File: config.mk
export PLATFORM = sky130hd
export DESIGN_NAME = aes_block_packer_flat
export DESIGN_NICKNAME = d
export VERILOG_FILES = /design/src/rtl/aes_pkg.sv /design/src/rtl/aes_block_packer_if.sv /design/src/rtl/aes_block_packer.sv /design/src/flat_wrapper.sv
export SDC_FILE = /design/constraint.sdc
export NUM_CORES = 1
export LEC_CHECK = 0
export ABC_CLOCK_PERIOD_IN_PS = 3500
export CORE_ASPECT_RATIO = 2
export CORE_UTILIZATION = 25
export DETAILED_ROUTE_END_ITERATION = 6
export SYNTH_ARGS = -nofsm -noshare
export SYNTH_HDL_FRONTEND = slang
export SYNTH_SLANG_ARGS = --single-unit
File: constraint.sdc
create_clock -name clk -period 3.5 [get_ports clk]
set_input_delay 0.525 -clock clk [delete_from_list [all_inputs] [get_ports clk]]
set_output_delay 0.525 -clock clk [all_outputs]
set_load 0.05 [all_outputs]
File: src/rtl/aes_pkg.sv
// Shared AES helpers: block geometry, packer state encoding and PKCS#7 fill.
// The downstream unpacker reuses this package for pad stripping.
package aes_pkg;

    localparam int AES_BLOCK_BYTES = 16;

    localparam logic [1:0] STATE_FILL = 2'd0;
    localparam logic [1:0] STATE_PAD  = 2'd1;
    localparam logic [1:0] STATE_OUT  = 2'd2;

    typedef enum logic [1:0] {
        FILL = STATE_FILL,
        PAD  = STATE_PAD,
        OUT  = STATE_OUT
    } packer_state_e;

    // PKCS#7 pad byte for a block holding 'count' real bytes (0x01..0x10).
    function automatic logic [7:0] pkcs7_pad_value(input logic [4:0] count);
        return 8'(AES_BLOCK_BYTES) - {3'b000, count};
    endfunction

    // Keeps slots 0..count-1 of 'block' and fills the rest with the pad
    // value (pad_en=1) or zeros (pad_en=0). Slot k sits at [127-8k -: 8].
    function automatic logic [127:0] pkcs7_fill(input logic [127:0] block,
                                                input logic [4:0]   count,
                                                input logic         pad_en);
        logic [7:0]   fillByte;
        logic [127:0] result;
        fillByte = pad_en ? pkcs7_pad_value(count) : 8'h00;
        result   = block;
        for (int k = 0; k < AES_BLOCK_BYTES; k++) begin
            if (5'(k) >= count) begin
                result[127-8*k -: 8] = fillByte;
            end
        end
        return result;
    endfunction

endpackage

File: src/rtl/aes_block_packer_if.sv
// Byte-stream input and 128-bit block output of the AES block packer.
// The slave modport is the packer; the master modport is its environment.
interface aes_block_packer_if;
    import aes_pkg::*;

    logic         in_valid;
    logic         in_ready;
    logic [7:0]   in_data;
    logic         in_last;
    logic         out_valid;
    logic         out_ready;
    logic [127:0] out_data;
    logic         out_last;
    logic [4:0]   out_count;

    modport master (
        output in_valid, in_data, in_last, out_ready,
        input  in_ready, out_valid, out_data, out_last, out_count
    );

    modport slave (
        input  in_valid, in_data, in_last, out_ready,
        output in_ready, out_valid, out_data, out_last, out_count
    );

endinterface

File: src/rtl/aes_block_packer.sv
// Packs a byte stream MSB-first into 128-bit AES plaintext blocks, applying
// PKCS#7 padding (or zero fill) at message end. Fill and drain never overlap.
module aes_block_packer
    import aes_pkg::*;
#(
    parameter int BLOCK_BYTES = AES_BLOCK_BYTES,
    parameter bit PAD_EN      = 1'b1
) (
    input logic              clk,
    input logic              rst,
    aes_block_packer_if.slave bus
);

    localparam logic [4:0] FULL_COUNT = 5'(BLOCK_BYTES);

    packer_state_e state_q, state_d;
    logic [4:0]    count_q, count_d;
    logic          padPending_q, padPending_d;
    logic [127:0]  outData_q, outData_d;
    logic          outLast_q, outLast_d;
    logic [4:0]    outCount_q, outCount_d;
    logic [4:0]    countInc;

    // Handshake flags come straight from the state; data outputs are registers.
    assign bus.in_ready  = (state_q == FILL);
    assign bus.out_valid = (state_q == OUT);
    assign bus.out_data  = outData_q;
    assign bus.out_last  = outLast_q;
    assign bus.out_count = outCount_q;

    // Next-state logic: byte-slot writes in FILL, pad fill in PAD, drain in OUT.
    always_comb begin
        state_d      = state_q;
        count_d      = count_q;
        padPending_d = padPending_q;
        outData_d    = outData_q;
        outLast_d    = outLast_q;
        outCount_d   = outCount_q;
        countInc     = count_q + 5'd1;

        case (state_q)
            FILL: begin
                if (bus.in_valid) begin
                    for (int k = 0; k < AES_BLOCK_BYTES; k++) begin
                        if (count_q == 5'(k)) begin
                            outData_d[127-8*k -: 8] = bus.in_data;
                        end
                    end
                    count_d = countInc;
                    if (countInc == FULL_COUNT) begin
                        state_d      = OUT;
                        outCount_d   = FULL_COUNT;
                        outLast_d    = bus.in_last && !PAD_EN;
                        padPending_d = bus.in_last && PAD_EN;
                    end else if (bus.in_last) begin
                        state_d = PAD;
                    end
                end
            end
            PAD: begin
                outData_d  = pkcs7_fill(outData_q, count_q, PAD_EN);
                outCount_d = count_q;
                outLast_d  = 1'b1;
                state_d    = OUT;
            end
            OUT: begin
                if (bus.out_ready) begin
                    if (padPending_q) begin
                        outData_d    = {AES_BLOCK_BYTES{8'h10}};
                        outCount_d   = 5'd0;
                        outLast_d    = 1'b1;
                        padPending_d = 1'b0;
                    end else begin
                        count_d   = 5'd0;
                        outData_d = '0;
                        state_d   = FILL;
                    end
                end
            end
            default: begin
                state_d = FILL;
            end
        endcase
    end

    // State register; reset drops any partial or pending pad block.
    always_ff @(posedge clk) begin
        if (rst) begin
            state_q      <= FILL;
            count_q      <= 5'd0;
            padPending_q <= 1'b0;
            outData_q    <= '0;
            outLast_q    <= 1'b0;
            outCount_q   <= 5'd0;
        end else begin
            state_q      <= state_d;
            count_q      <= count_d;
            padPending_q <= padPending_d;
            outData_q    <= outData_d;
            outLast_q    <= outLast_d;
            outCount_q   <= outCount_d;
        end
    end

endmodule

File: src/flat_wrapper.sv
// flat-port wrapper written by rule: the top's interface ports become plain ports
module aes_block_packer_flat import aes_pkg::*;
#(
    parameter int BLOCK_BYTES = AES_BLOCK_BYTES,
    parameter bit PAD_EN      = 1'b1
)
  (clk, rst, bus_in_valid, bus_in_data, bus_in_last, bus_out_ready, bus_in_ready, bus_out_valid, bus_out_data, bus_out_last, bus_out_count);
  aes_block_packer_if bus_i ();
  input logic clk;
  input logic rst;
  input wire logic [$bits(bus_i.in_valid)-1:0] bus_in_valid;
  input wire logic [$bits(bus_i.in_data)-1:0] bus_in_data;
  input wire logic [$bits(bus_i.in_last)-1:0] bus_in_last;
  input wire logic [$bits(bus_i.out_ready)-1:0] bus_out_ready;
  output wire logic [$bits(bus_i.in_ready)-1:0] bus_in_ready;
  output wire logic [$bits(bus_i.out_valid)-1:0] bus_out_valid;
  output wire logic [$bits(bus_i.out_data)-1:0] bus_out_data;
  output wire logic [$bits(bus_i.out_last)-1:0] bus_out_last;
  output wire logic [$bits(bus_i.out_count)-1:0] bus_out_count;
  assign bus_i.in_valid = bus_in_valid;
  assign bus_i.in_data = bus_in_data;
  assign bus_i.in_last = bus_in_last;
  assign bus_i.out_ready = bus_out_ready;
  assign bus_in_ready = bus_i.in_ready;
  assign bus_out_valid = bus_i.out_valid;
  assign bus_out_data = bus_i.out_data;
  assign bus_out_last = bus_i.out_last;
  assign bus_out_count = bus_i.out_count;
  aes_block_packer #(.BLOCK_BYTES(BLOCK_BYTES), .PAD_EN(PAD_EN)) u_core (.clk(clk), .rst(rst), .bus(bus_i));
endmodule
==> summary.md <==
| Metric | Value |
|---|---|
| Status | `complete, but fails checks` |
| Failing checks | `design-rule violations` |
| PortBufs | `148` |
| Resize count post-CTS | `0` |
| Ys Warns | `0` |
| Unrepaired setup endpoints after global routing | `false` |
| First-pass GRT wire length | `28000 um` |
| Drc violations | `24` |
| Hpwl dp | `13500 um` |
| Critical path's largest stage delay | `0.70 ns` |
| Biggest area consumer among synthesized cells | `dfxtp_1` |
| Placed inst area | `7570 sq um` |
| Register area | `2840 sq um` |
| CP endpoint kind | `flop` |
| Max Freq | `370 MHz` |
| Routability Congestion | `0.838` |
| Post-Syn Nets | `648` |
| Grt met1 use | `15.4%` |
| Crit path required time | `3.77 ns` |
| Vias per cell | `4.73` |
| Number of clock sinks | `142` |
| GR Util All Layers | `15.2%` |
| Post-synthesis cell type count | `54` |
| Final Hold Vio Count | `0` |
| Multi-input logic area | `2760 sq um` |
| Max IR drop VDD | `0.318 mV` |
| WL/cell | `17.6 um` |
| Crit path arrival time | `2.97 ns` |
| Fin Hold WS | `0.480 ns` |
| Syn Area/Cell | `9.55 sq um` |
| Postcts setup bufs | `0` |
| Antenna diode count | `0` |
| # Max-Cap Violations | `0` |
| Largest net degree at the start of global routing | `75` |
| Ratio of cells with drive above 1 in the final layout | `9.83%` |
| CTS buffer count | `17` |
| CP startpoint kind | `flop` |
| Die H | `221 um` |
| Initial antenna violation count | `0` |
| Area Overhead vs Synth | `36.1%` |
| Longest Clk Path Bufs | `2` |
| Die ar. | `24600 sq um` |
| Power Density | `984 nW/um^2` |
| Clock Pin Slew Worst Setup and Hold Paths | `0.06 ns` |
| Met3 Use GR | `3.01%` |
| Origin of the critical flop-to-flop path | `u_core.state_q[1]` |
| DRT Pass-1 Iters | `6` |
| Pleak | `3.11 nW` |
| Clk_lat worst skew | `0.42 ns` |
| Critical path class | `flop to flop` |
| Core Region | `23400 sq um` |
| Vias in the first global route | `4704` |
| CP max FO | `9` |
| Via count | `4948` |
| Setup crit start | `u_core.state_q[1]` |
| Antenna Nets Post-Route | `0` |
| Min-Delay Path Class | `flop to flop` |
| Setup TNS | `0 ns` |
| Grt peak-use layer | `met2` |
| IO Pins | `149` |
| Initial Util | `25.6%` |
| Post-synthesis sequential area ratio | `47.5%` |
| Hold_buf cts | `0` |
| Clock skew | `0.00659 ns` |
| Grt met2 use | `28.6%` |
| CTS H-tree lvls | `4` |
| Leading post-synthesis cells by cell area | `dfxtp_1 (47%), a211oi_1 (9.2%), nor2_1 (8.7%), mux2i_1 (8.7%), buf_6 (2.4%)` |
| Setup-violating endpoint count in the final report | `0` |
| Hold_sp | `u_core.bus.out_count[4]` |
| Initial DRC Count | `379` |
| Min Clock Period, post-route | `2.71 ns` |
| Fill cells | `2337` |
| CTS Root Cell | `clkbuf_16` |
| Cell breakdown of the critical path | `ha_1 > nor2b_1 > or3_1 > a21o_1 > mux2i_1 > nor2_1` |
| Final wirelength | `18400 um` |
| Top cell type's share of synthesized area | `47.5%` |
| Cells after Synth | `627` |
| Die X | `111 um` |
| Fin. max-slew vios | `0` |
| Number of cell rows | `79` |
| Relative slew slack | `43.6%` |
| Worst Max-Slew Pin Slew | `0.846 ns` |
| Fin nets | `772` |
| Crit-path slowest cell | `or3_1` |
| FF+latch count, synth | `142` |
| Crit share post-route | `77.3%` |
| GR Overflow Total | `0` |
| Power Total | `8.02 mW` |
| CTS tree | `done` |
| Post-route cell area | `8150 sq um` |
| Post-Syn Area | `5990 sq um` |
==> critical path: cells and delay by family, from the launching register on <==
family / cells / cell delay (ns)
adder cells (fa/ha/maj): 1 / 0.37
AND/OR/NAND/NOR: 3 / 1.10
flip-flops: 1 / 0.41
AO/OA/AOI/OAI: 1 / 0.42
multiplexers: 1 / 0.25
==> layer usage <==
| layer | wire length (um) | part of all wire [%] | vias to the layer above |
|---|---|---|---|
| li1 | - | - | 2474 |
| met1 | 6950 | 38 | 2301 |
| met2 | 9980 | 54 | 144 |
| met3 | 800 | 4.3 | 29 |
| met4 | 670 | 3.6 | 0 |
| met5 | 0 | 0 | - |
==> report_power, final <==
part	total, mW	internal [mW]	switching, mW
clock network	1.80	1.10	0.694
registers	2.27	2.03	0.241
logic	3.95	1.27	2.68
==> worst paths after layout <==
kind,endpoint,slack (ns),cells past startpoint
worst min register to register,u_core.bus.out_count[4],0.48,2
worst min-delay path,u_core.bus.out_count[4],0.48,2
worst max register to register,u_core.bus.out_data[56],0.79,6
worst max-delay path,u_core.bus.out_data[56],0.79,6
==> flip-flops by register name, summed over array words and instances (netlist names) <==
| signal | cells |
|---|---|
| u_core.bus.out_count | 5 |
| u_core.state_q | 2 |
| u_core.padPending_q | 1 |
| u_core.bus.out_data | 128 |
| u_core.count_q | 5 |
| u_core.bus.out_last | 1 |
==> through the flow <==
stage	setup slack (ns)	cells	utilization, %
6_report	0.794	1046	34.8
3_5_place_dp	0.629	1015	32.3
4_1_cts	0.789	1046	34.8
5_1_grt	0.672	1046	34.8
3_3_place_gp	0.671	1015	32.3
2_1_floorplan	1.13	627	-
==> kinds of logic (layout without fill, tap and decap cells) <==
family | after synthesis | count (layout) | share of synthesized area (%)
and+or+nand+nor | 193 | 193 | 14.3
adders and majority gates | 8 | 8 | 1.67
AOI/OAI and AO/OA | 163 | 163 | 21.0
buffers and inverters | 67 | 203 | 6.48
DFF | 142 | 142 | 47.5
muxes | 53 | 53 | 8.88
xor gates and xnor gates | 1 | 1 | 0.146
==> layout make-up <==
cell class / count / area share, %
Clock inverter: 9 / 1.34
Tap cell: 283 / 4.35
Inverter: 12 / 0.553
Clock buffer: 22 / 5.82
Timing Repair Buffer: 160 / 19.3
Sequential cell: 142 / 34.9
Multi-Input combinational cell: 418 / 33.8
==> cells in the mapped netlist (all sizes together) <==
cell type,n
mux2i,52
nor4b,1
clkbuf,23
o211a,1
a21oi,29
or4,3
xor2,1
nand4,4
or3,3
nand2b,3
and3,3
a2111oi,1
nor3,6
nand2,11
nor4,1
a31o,1
a211oi,79
o21a,2
nor3b,3
a31oi,7
o21ai,24
or2,1
o211ai,2
a21boi,3
nor2b,3
a32oi,2
o31a,1
a21o,5
and3b,1
nand3,7
and2,2
o31ai,3
ha,8
a22oi,2
nand4b,1
nor2,139
buf,32
o21bai,1
inv,12
mux2,1
dfxtp,142
or4b,1
==> cells in the final DEF, fill, tap and decap left out, drive strengths merged, types with 4 or more instances in the layout <==
master,n
a21oi,29
nand2,11
nor3,6
nand4,4
o21ai,24
dfxtp,142
clkbuf,22
a31oi,7
buf,13
clkdlybuf4s50,147
inv,14
mux2i,52
a21o,5
clkinv,4
nand3,7
nor2,139
ha,8
a211oi,79
No activity file was read; power rests on OpenSTA's default activity.
